--- config.mk ---
export PLATFORM = sky130hd
export DESIGN_NAME = register_file
export DESIGN_NICKNAME = d
export VERILOG_FILES = /design/src/rtl/register_file.sv
export SDC_FILE = /design/constraint.sdc
export NUM_CORES = 1
export LEC_CHECK = 0
export CAP_MARGIN = 20
export CORE_AREA = 3 3 52 101
export DETAILED_ROUTE_END_ITERATION = 12
export DIE_AREA = 0 0 55 104
export PLACE_DENSITY_LB_ADDON = 0.05
export RECOVER_POWER = 100
export SLEW_MARGIN = 20
export SYNTH_ARGS = -nofsm -noshare
export SYNTH_HDL_FRONTEND = slang
export SYNTH_SLANG_ARGS = --single-unit
export TNS_END_PERCENT = 20
--- constraint.sdc ---
create_clock -name clk -period 1.25 [get_ports clk]
set_clock_uncertainty 0.15 [all_clocks]
set_input_delay 0.1875 -clock clk [delete_from_list [all_inputs] [get_ports clk]]
set_output_delay 0.1875 -clock clk [all_outputs]
set_load 0.01 [all_outputs]
--- src/rtl/register_file.sv ---
// Register file with a registered status-flag register, feeding the ALU operands.
// Build option RF_BYPASS_EN: write-first collision handling (read-first otherwise).
module register_file #(
  parameter  int BW   = 4,
  parameter  int REGS = 8,
  localparam int AW   = $clog2(REGS)
) (
  input  logic          clk,
  input  logic          rst,
  input  logic          wr_en,
  input  logic [AW-1:0] wr_addr,
  input  logic [BW-1:0] wr_data,
  input  logic          rd_en,
  input  logic [AW-1:0] rd_addr_a,
  input  logic [AW-1:0] rd_addr_b,
  output logic [BW-1:0] rd_data_a,
  output logic [BW-1:0] rd_data_b,
  input  logic          flags_en,
  input  logic [2:0]    flags_in,
  output logic [2:0]    flags_out
);

`ifdef RF_BYPASS_EN
  localparam bit BYPASS = 1'b1;
`else
  localparam bit BYPASS = 1'b0;
`endif

  logic [BW-1:0] mem_q [REGS];
  logic [BW-1:0] mem_d [REGS];
  logic [BW-1:0] rd_a_q, rd_a_d;
  logic [BW-1:0] rd_b_q, rd_b_d;
  logic [2:0]    flags_q, flags_d;
  logic          hit_a_s, hit_b_s;

  // Storage next-state: a single write port, every address writable.
  always_comb begin
    mem_d = mem_q;
    if (wr_en) begin
      mem_d[wr_addr] = wr_data;
    end else begin
      mem_d = mem_q;
    end
  end

  // Read-port next-state; a collision forwards wr_data only in the write-first build.
  always_comb begin
    hit_a_s = BYPASS && wr_en && (wr_addr == rd_addr_a);
    hit_b_s = BYPASS && wr_en && (wr_addr == rd_addr_b);
    rd_a_d  = rd_a_q;
    rd_b_d  = rd_b_q;
    if (rd_en) begin
      rd_a_d = hit_a_s ? wr_data : mem_q[rd_addr_a];
      rd_b_d = hit_b_s ? wr_data : mem_q[rd_addr_b];
    end else begin
      rd_a_d = rd_a_q;
      rd_b_d = rd_b_q;
    end
  end

  // Flag capture, independent of the write port.
  always_comb begin
    flags_d = flags_q;
    if (flags_en) begin
      flags_d = flags_in;
    end else begin
      flags_d = flags_q;
    end
  end

  // State registers; reset clears everything at once without a clock edge.
  always_ff @(posedge clk or posedge rst) begin
    if (rst) begin
      for (int i = 0; i < REGS; i++) begin
        mem_q[i] <= {BW{1'b0}};
      end
      rd_a_q  <= {BW{1'b0}};
      rd_b_q  <= {BW{1'b0}};
      flags_q <= 3'b000;
    end else begin
      mem_q   <= mem_d;
      rd_a_q  <= rd_a_d;
      rd_b_q  <= rd_b_d;
      flags_q <= flags_d;
    end
  end

  assign rd_data_a = rd_a_q;
  assign rd_data_b = rd_b_q;
  assign flags_out = flags_q;

endmodule
## Word level (Yosys, flattened, before mapping)

Index checks and enable logic that the tools add are counted.

| storage, ports and cells | value |
|---|---|
| output and inout port bits | 11 |
| logic and storage cells | 28 |
| bits of input ports | 21 |
| bits in registers | 43 |

| operators by class | value |
|---|---|
| mux-type cells | 9 |
| reductions and logical operators | 1 |
| $lt $le $gt $ge | 4 |
| bitwise operators | 3 |

Operators by type and width:

| operator | count |
|---|---|
| bitwise mux 32 bit | 1 |
| binary-select mux 4 bit (select 3 bit) | 2 |
| two-way mux 4 bit | 5 |
| demux 4 bit (select 3 bit) | 1 |
| >= comparator 4 bit, second input constant | 3 |
| inverter 3 -> 4 bit | 3 |
| less-than comparator 4 x 1 -> 1 bit, second input constant | 1 |
| logical AND 1 bit | 1 |

## Logic depth before layout (Yosys ltp)

Gate-level depths: netlist of the first run.

| logic depth | value |
|---|---|
| depth after elaboration | 6 |
| depth in mapped cells | 5 |
| mapped depth without buffers | 3 |

## Worst setup path after synthesis of the first run

No wires, ideal clock.

| timing | value |
|---|---|
| path type | input to register |
| start point | in rd_addr_b[0] |
| end point | reg rd_b_q[0], in the netlist rd_data_b[0] |
| data required time | 0.980 ns |
| cell stages on the path | 5 |
| arrival time | 1.036 ns |
| buffers on the path | 2 |
| slack | -0.056 ns |
| setup time | 0.120 ns |
| cell sequence | buf_4 -> buf_4 -> mux2i_1 -> a22oi_1 -> a31o_2 |

| between the ends | value |
|---|---|
| cells in the longest elaborated chain, start to end | 4 |

Ends and longest elaborated chain:

| element | line | RTL |
|---|---|---|
| start, declared | 15 | `input logic [AW-1:0] rd_addr_b,` |
| inverter 3 -> 4 bit (not written as such) | 54 | `rd_b_d = hit_b_s ? wr_data : mem_q[rd_addr_b];` |
| binary-select mux 4 bit (select 3 bit) | 54 |  |
| two-way mux 4 bit (not written as such) (2 in a row) | 54 |  |
| end signal, assigned | 78 | `rd_b_q <= {BW{1'b0}};` |
| end signal, assigned | 83 | `rd_b_q <= rd_b_d;` |
| end, declared | 32 | `logic [BW-1:0] rd_b_q, rd_b_d;` |

Every way passes these cells. The select of a mux whose other input is x is not followed.
A chain may end at the register's enable or synchronous reset.

## Final worst setup path of the first run

| timing | value |
|---|---|
| start point | in rd_addr_b[0] |
| end point | reg rd_b_q[1], in the netlist rd_data_b[1] |

The elaborated chain is that of the path after synthesis.

==> results.sh, run 1 <==
export IMPL_status="finished with violations"
export IMPL_violations="setup timing"
export IMPL_final_common_cell="dfrtp_1"
export IMPL_hold_slack_ps=307
export IMPL_synth_top_cell_area_share_pct=48.9
export IMPL_vias=1602
export IMPL_dpl_hpwl_um=4150
export IMPL_start_kind="input pin"
export IMPL_setup_viol=1
export IMPL_final_antenna_net_count=0
export IMPL_crit_fanout=7
export IMPL_irDropWorstVdd_mv=1.31
export IMPL_grt_use_total_pct=21.8
export IMPL_drt_iter0_markers=37
export IMPL_timing_worst_setup_path_type="input pin to flip-flop"
export IMPL_min_period_ps=1260
export IMPL_ys_warn_count=0
export IMPL_antenna_found_initial=0
export IMPL_max_freq_mhz=794
export IMPL_ctsHoldBuffers=0
export IMPL_hp_start="wr_addr[2]"
export IMPL_slew_viol_final=0
export IMPL_die_w_um=55
export IMPL_p_leak_nw=1.25
export IMPL_totalWireLength_um=5610
export IMPL_final_layout_size_suffix_gt1_share_pct=42.3
export IMPL_grt_pass1_vias=1819
export IMPL_synthTopCellsByArea="dfrtp_1 49%, mux2_2 18%, mux2i_1 15%"
export IMPL_arrival_ps=1300
export IMPL_clk_path_buf_depth=2
export IMPL_insertion_delay_ps=290
export IMPL_grt_max_degree=44
export IMPL_dr_pass1_iters=4
export IMPL_p_per_area_nw_per_um2=1320
export IMPL_die_h_um=104
export IMPL_ys_seq_area_share_pct=48.9
export IMPL_port_buffers=31
export IMPL_synth_cells=166
export IMPL_setup_ws_ps=-10.0
export IMPL_wl_per_cell_um=20.3
export IMPL_core_um2=4640
export IMPL_yosys_most_used_dff="dfrtp_1"
export IMPL_worstPathRequired_ps=1290
export IMPL_r2r_end="rd_data_a[0]"
export IMPL_mostFrequentLayoutCells="43 x dfrtp_1, 34 x mux2_2, 28 x mux2i_1, 12 x a22oi_1, 11 x clkbuf_1"
export IMPL_fin_crit_sh_pct=101
export IMPL_hold_viol_final=0
export IMPL_cts_buffers=5
export IMPL_netlist_area_um2=2200
export IMPL_crit_end="rd_data_b[1]"
export IMPL_cap_violations=0
export IMPL_layout_cells_non_filler=277
export IMPL_clock_sinks=43
export IMPL_clock_root_buffer="clkbuf_8"
export IMPL_via_per_inst=5.78
export IMPL_h_tree_depth=2
export IMPL_reg2reg_depth=3
export IMPL_reg2reg_slack_ps=10
export IMPL_endpoint_kind="flip-flop"
export IMPL_die_area_um2=5720
export IMPL_async_flop_share_pct=100
export IMPL_cts_tree="done"
export IMPL_place_congestion=0.813
export IMPL_synth_seq_cells=43
export IMPL_rows=35
export IMPL_clkSlewWorstSetupHoldPaths_ps=80
export IMPL_area_growth_syn_to_layout_pct=28.9
export IMPL_startpoint="rd_addr_b[0]"
export IMPL_initial_core_util_pct=47.4
export IMPL_io_pins=32
export IMPL_synth_distinct_cells=17
export IMPL_nets=242
export IMPL_rr_startpoint="mem_q[0]"
export IMPL_grt_overflow=0
export IMPL_slew_headroom_pct=61.2
export IMPL_drc=0
export IMPL_rsz0062_at_grt="yes"
export IMPL_diodes=0
export IMPL_dp_cells=265
export IMPL_syn_nets=187
export IMPL_synth_largest_area_cell="dfrtp_1"
export IMPL_hold_path_class="input pin to flip-flop"
export IMPL_tightest_slew_ps=583
export IMPL_synth_area_per_cell_um2=13.3
export IMPL_grt_first_pass_wirelength_um=8940
export IMPL_synth_edf_count=0
## where the power goes
group	leakage (nW)	total [mW]	switching (mW)	internal (mW)
logic	0.697	0.987	0.424	0.562
clock network	0.0412	0.848	0.458	0.390
registers	0.516	1.92	0.242	1.68
total	1.25	3.75	1.12	2.63
## how the worst min path moves through the flow
| stage | to | slack, ps | depth (start not counted) |
|---|---|---|---|
| 2_1_floorplan | flags_out[0] | 40 | 1 |
| 3_3_place_gp | flags_out[1] | 340 | 1 |
| 3_5_place_dp | flags_out[2] | 340 | 1 |
| 4_1_cts | mem_q[12] | 140 | 3 |
| 5_1_grt | mem_q[1] | 330 | 3 |
| 6_report | mem_q[1] | 310 | 3 |
## kinds of logic (layout without fill, tap and decap cells)
logic type | count (synthesis) | in the layout | share of synthesized area, %
muxes | 67 | 67 | 32.5
DFF | 43 | 43 | 48.9
and+or+nand+nor | 26 | 26 | 8.30
AOI/OAI and AO/OA | 24 | 24 | 8.64
buffers and inverters | 6 | 62 | 1.71
## layer usage
metal | vias up | wire [µm] | global-route usage [%]
li1 | 741 | - | -
met1 | 786 | 1980 | 22.7
met2 | 57 | 3120 | 37.2
met3 | 18 | 194 | 4.02
met4 | 0 | 317 | 13.7
met5 | - | 0 | 0
## cells in the mapped netlist, types with 2 or more instances
cell / number
dfrtp_1: 43
nor2b_1: 12
a22oi_1: 16
nand4b_1: 3
nor2_1: 2
nor3_2: 2
buf_4: 4
and2_1: 2
a31o_2: 8
nor3b_2: 2
mux2_2: 35
mux2i_1: 32
## state kept, by name, summed over array words and instances (netlist names)
name,flops
mem_q,32
rd_data_b,4
rd_data_a,4
flags_out,3
## critical path, cell delays in order
cell             delay [ps]
clkdlybuf4s15_2         240
bufbuf_16               290
mux2i_1                 220
a22oi_2                 110
a31o_2                  240
## per-stage QoR
step	worst slack, ps	total power [mW]	setup TNS (ps)	cell area [µm²]	util, %
after floorplan	-55.7	2.46	-733	2200	-
after global placement	-548	2.87	-20230	2720	58.7
after detailed placement	-583	2.93	-21120	2720	58.7
after CTS	-2.49	3.80	-2.49	2890	62.3
after global routing	-17.0	3.97	-65.3	2840	61.1
final	-10.0	3.75	-10.0	2840	61.1
## what timing repair did
action	in CTS	in global routing
cloned	2	0
gates resized for setup	65	17
setup buffers	2	0
pin swaps	2	8
setup endpoints to repair	51	28
## layout make-up
class                           instances  area [µm²]
Clock buffer                            6        72.6
Clock inverter                          2        12.5
Fill cell                             419        1800
Inverter                                1        7.51
Multi-Input combinational cell        117        1140
Sequential cell                        43        1080
Tap cell                               55        68.8
Timing Repair Buffer                   53         462
No activity file was read; power rests on OpenSTA's default activity.
==> inputs of run 2 (changes only) <==
SETUP_SLACK_MARGIN = 0.15   (was not set)
==> results.sh, run 2 (synthesis gave the netlist of run 1 again) <==
export IMPL_status="finished with violations"
export IMPL_violations="setup timing"
export IMPL_nets=247
export IMPL_hold_viol_final=0
export IMPL_max_freq_mhz=794
export IMPL_final_antenna_net_count=0
export IMPL_worstPathRequired_ps=1340
export IMPL_hold_path_class="input pin to flip-flop"
export IMPL_dpl_hpwl_um=4150
export IMPL_dp_cells=265
export IMPL_cap_violations=0
export IMPL_io_pins=32
export IMPL_grt_max_degree=44
export IMPL_largest_reg_flops=32
export IMPL_final_common_cell="dfrtp_1"
export IMPL_insertion_delay_ps=290
export IMPL_endpoint_kind="flip-flop"
export IMPL_multi_input_area_um2=1150
export IMPL_h_tree_depth=2
export IMPL_tightest_slew_ps=587
export IMPL_rsz0062_at_grt="yes"
export IMPL_slowest_stage="dfrtp_1"
export IMPL_clock_sinks=43
export IMPL_vias=1655
export IMPL_die_area_um2=5720
export IMPL_setup_ws_ps=-10.0
export IMPL_critical_path_top_delay_family="compound AO/OA/AOI/OAI gates"
export IMPL_dr_pass1_iters=5
export IMPL_via_per_inst=5.87
export IMPL_drt_iter0_markers=33
export IMPL_slew_viol_final=0
export IMPL_timing_worst_setup_path_type="flip-flop to flip-flop"
export IMPL_drc=0
export IMPL_place_congestion=0.813
export IMPL_p_per_area_nw_per_um2=1320
export IMPL_crit_path_max_incr_delay_ps=400
export IMPL_fin_crit_sh_pct=101
export IMPL_totalWireLength_um=5720
export IMPL_clk_path_buf_depth=2
export IMPL_cts_buffers=5
export IMPL_seqCellArea_um2=1080
export IMPL_p_leak_nw=1.30
export IMPL_path_buf_inv=0
export IMPL_initial_core_util_pct=47.4
export IMPL_regMostFlops="mem_q"
export IMPL_arrival_ps=1350
export IMPL_mostFrequentLayoutCells="43 x dfrtp_1, 31 x mux2i_1, 27 x mux2_2, 15 x buf_4, 12 x a22oi_1"
export IMPL_tns_ps=-10.0
export IMPL_grt_overflow=0
export IMPL_core_um2=4640
export IMPL_diodes=0
export IMPL_port_buffers=31
export IMPL_grt_first_pass_wirelength_um=8880
export IMPL_antenna_found_initial=0
export IMPL_clkSlewWorstSetupHoldPaths_ps=80
export IMPL_cts_tree="done"
export IMPL_crit_fanout=3
export IMPL_setup_viol=1
export IMPL_fillCellCount=411
export IMPL_pre_cts_slack_ps=-583
export IMPL_final_layout_size_suffix_gt1_share_pct=42.7
export IMPL_path_cells="mux2i_1 > a22oi_1 > a31o_2"
export IMPL_slew_headroom_pct=60.9
export IMPL_grt_pass1_vias=1828
export IMPL_min_period_ps=1260
export IMPL_die_w_um=55
export IMPL_grt_use_total_pct=21.8
export IMPL_start_kind="flip-flop"
export IMPL_hold_slack_ps=337
export IMPL_die_h_um=104
export IMPL_layout_cells_non_filler=282
export IMPL_wl_per_cell_um=20.3
export IMPL_irDropWorstVdd_mv=1.31
export IMPL_clock_root_buffer="clkbuf_8"
export IMPL_area_growth_syn_to_layout_pct=31.4
export IMPL_rows=35
run 2: metal layers:
layer | global-route usage, % | up-vias | part of all wire [%]
met1 | 22.6 | 824 | 35
met4 | 14.4 | 0 | 6.3
met2 | 36.8 | 59 | 55
met3 | 3.87 | 22 | 3.8
li1 | - | 750 | -
met5 | 0 | - | 0
run 2: worst reg2reg max path, stage by stage (launching register included):
cell     delay [ps]
dfrtp_1         400
mux2i_1         100
a22oi_1         350
a31o_2          210
run 2: power by group:
group / switching (mW) / total (mW) / internal [mW]
combinational: 0.441 / 1.05 / 0.609
sequential: 0.235 / 1.91 / 1.68
clock: 0.458 / 0.848 / 0.390
run 2: cell type report:
class | count | area share, %
clock inverters | 2 | 0.433
flip-flops and latches | 43 | 37.2
repair buffers | 58 | 17.4
well taps | 55 | 2.38
multi-input cells | 117 | 39.8
clock buffers | 6 | 2.51
inverters | 1 | 0.260
run 2: worst paths after layout:
kind,startpoint,to,slack (ps),cells after the start
min reg2reg,flags_out[2],flags_out[2],360,1
max in group asynchronous,rst,mem_q[30],140,3
max,mem_q[2],rd_data_b[2],-10,3
min,wr_en,mem_q[31],340,5
max reg2reg,mem_q[2],rd_data_b[2],-10,3
min in group asynchronous,rst,mem_q[15],410,3
run 2: metrics by stage:
stage	utilization [%]	area [µm²]	power, mW
2_1_floorplan	-	2200	2.46
3_3_place_gp	58.7	2720	2.87
3_5_place_dp	58.7	2720	2.93
4_1_cts	62.6	2900	3.83
5_1_grt	62.3	2890	4.02
6_report	62.3	2890	3.81
run 2: repair_timing:
action,in CTS,in global routing
gates resized for setup,83,11
buffers inserted,2,5
pin swaps,13,10
setup endpoints to repair,51,51
cloned,2,0
hold buffers,0,0
==> inputs of run 3 (changes only) <==
CORE_AREA = 3 3 48 94   (was 3 3 52 101)
DIE_AREA = 0 0 51 97   (was 0 0 55 104)
SETUP_SLACK_MARGIN = 0.5   (was 0.15)
clock period = 1.63 ns   (was 1.25 ns; I/O delays follow)
==> results.sh, run 3 (synthesis gave the netlist of run 1 again) <==
export IMPL_final_antenna_net_count=0
export IMPL_setup_viol=0
export IMPL_clock_root_buffer="clkbuf_8"
export IMPL_clkSlewWorstSetupHoldPaths_ps=70
export IMPL_io_pins=32
export IMPL_fin_crit_sh_pct=84.6
export IMPL_min_period_ps=1380
export IMPL_diodes=0
export IMPL_tightest_slew_ps=387
export IMPL_insertion_delay_ps=290
export IMPL_fin_util_pct=73.6
export IMPL_drt_iter0_markers=71
export IMPL_layout_cells_non_filler=274
export IMPL_die_w_um=51
export IMPL_status="finished, final reports clean"
export IMPL_hold_path_class="input pin to flip-flop"
export IMPL_area_growth_syn_to_layout_pct=29.9
export IMPL_via_per_inst=6.01
export IMPL_rows=32
export IMPL_hp_start="wr_addr[0]"
export IMPL_cap_violations=0
export IMPL_max_freq_mhz=725
export IMPL_totalWireLength_um=5890
export IMPL_arrival_ps=1410
export IMPL_grt_max_degree=44
export IMPL_hold_slack_ps=303
export IMPL_rr_startpoint="mem_q[18]"
export IMPL_path_buf_inv=2
export IMPL_mostFrequentLayoutCells="43 x dfrtp_1, 28 x mux2_2, 25 x mux2i_1, 17 x buf_4, 13 x a22oi_1"
export IMPL_worstPathRequired_ps=1660
export IMPL_seqCellArea_um2=1080
export IMPL_timing_worst_setup_path_type="input pin to flip-flop"
export IMPL_start_kind="input pin"
export IMPL_cts_buffers=5
export IMPL_finalPower_mw=2.95
export IMPL_die_h_um=97
export IMPL_dpl_hpwl_um=4050
export IMPL_startpoint="wr_addr[0]"
export IMPL_p_per_area_nw_per_um2=1030
export IMPL_irDropWorstVdd_mv=0.950
export IMPL_dp_cells=262
export IMPL_path_cells="buf_6 > nand2b_4 > nor3b_1 > clkbuf_1 > mux2_1"
export IMPL_slew_viol_final=0
export IMPL_r2r_end="rd_data_b[2]"
export IMPL_final_common_cell="dfrtp_1"
export IMPL_port_buffers=31
export IMPL_place_congestion=0.791
export IMPL_clock_sinks=43
export IMPL_fillCellCount=290
export IMPL_vias=1647
export IMPL_crit_path_max_incr_delay_ps=350
export IMPL_die_area_um2=4950
export IMPL_grt_pass1_vias=1788
export IMPL_final_layout_size_suffix_gt1_share_pct=41.3
export IMPL_crit_fanout=4
export IMPL_cts_tree="done"
export IMPL_hold_path_end="mem_q[23]"
export IMPL_wl_per_cell_um=21.5
export IMPL_grt_first_pass_wirelength_um=9290
export IMPL_drc=0
export IMPL_endpoint_kind="flip-flop"
export IMPL_reg2reg_depth=3
export IMPL_regMostFlops="mem_q"
export IMPL_hold_viol_final=0
export IMPL_slowest_stage="mux2_1"
export IMPL_core_um2=3880
export IMPL_critical_path_top_delay_family="simple AND/OR/NAND/NOR gates"
export IMPL_grt_use_total_pct=25.5
export IMPL_p_leak_nw=1.26
export IMPL_largest_reg_flops=32
export IMPL_multi_input_area_um2=1160
export IMPL_dr_pass1_iters=4
export IMPL_initial_core_util_pct=56.7
export IMPL_grt_overflow=0
export IMPL_antenna_found_initial=0
export IMPL_nets=244
export IMPL_whs_path_depth=4
export IMPL_slew_headroom_pct=74.1
export IMPL_reg2reg_slack_ps=400
export IMPL_h_tree_depth=2
export IMPL_rsz0062_at_grt="yes"
export IMPL_clk_path_buf_depth=2
[run 3: power by group]
part           internal, mW  switching (mW)  total, mW
registers              1.29           0.182       1.47
logic                 0.458           0.345      0.803
clock network         0.332           0.345      0.678
total                  2.08           0.872       2.95
[run 3: final cells by class]
| cell class | count | share of cell area [%] |
|---|---|---|
| clock buffer | 6 | 2.89 |
| clock inverter | 1 | 0.175 |
| inverter | 1 | 0.175 |
| multi-input combinational | 117 | 40.5 |
| sequential | 43 | 37.6 |
| tap | 51 | 2.23 |
| timing repair buffer | 55 | 16.4 |
[run 3: worst min-delay path, cell delays in order]
cell and delay (ps):
buf_6 70, nand2b_4 130, nor3b_2 80, mux2_4 190
[run 3: worst max-delay path by stage]
stage	endpoint	slack, ps	cells past startpoint
floorplan	rd_data_b[0]	270	5
global placement	mem_q[21]	-230	3
detailed placement	mem_q[22]	-340	3
CTS	rd_data_a[0]	400	1
global route	mem_q[15]	190	5
finish	mem_q[15]	250	5
[run 3: layer usage]
metal / share of wire (%) / vias up / global-route usage (%)
li1: - / 743 / -
met1: 35 / 837 / 27.5
met2: 57 / 50 / 46.0
met3: 3.3 / 17 / 3.85
met4: 4.6 / 0 / 12.2
met5: 0 / - / 0
[run 3: timing repair]
action | CTS | global route
pin swaps | 2 | 10
gates resized for setup | 98 | 7
buffers inserted | 0 | 3
cloned | 2 | 0
setup endpoints to repair | 51 | 41
hold buffers | 0 | 0
[run 3: stage by stage]
stage / setup TNS (ps) / setup slack, ps / area, µm²
floorplan: 0 / 267 / 2200
global placement: -5640 / -229 / 2730
detailed placement: -7980 / -335 / 2730
CTS: 0 / 399 / 2860
global route: 0 / 193 / 2860
finish: 0 / 251 / 2860
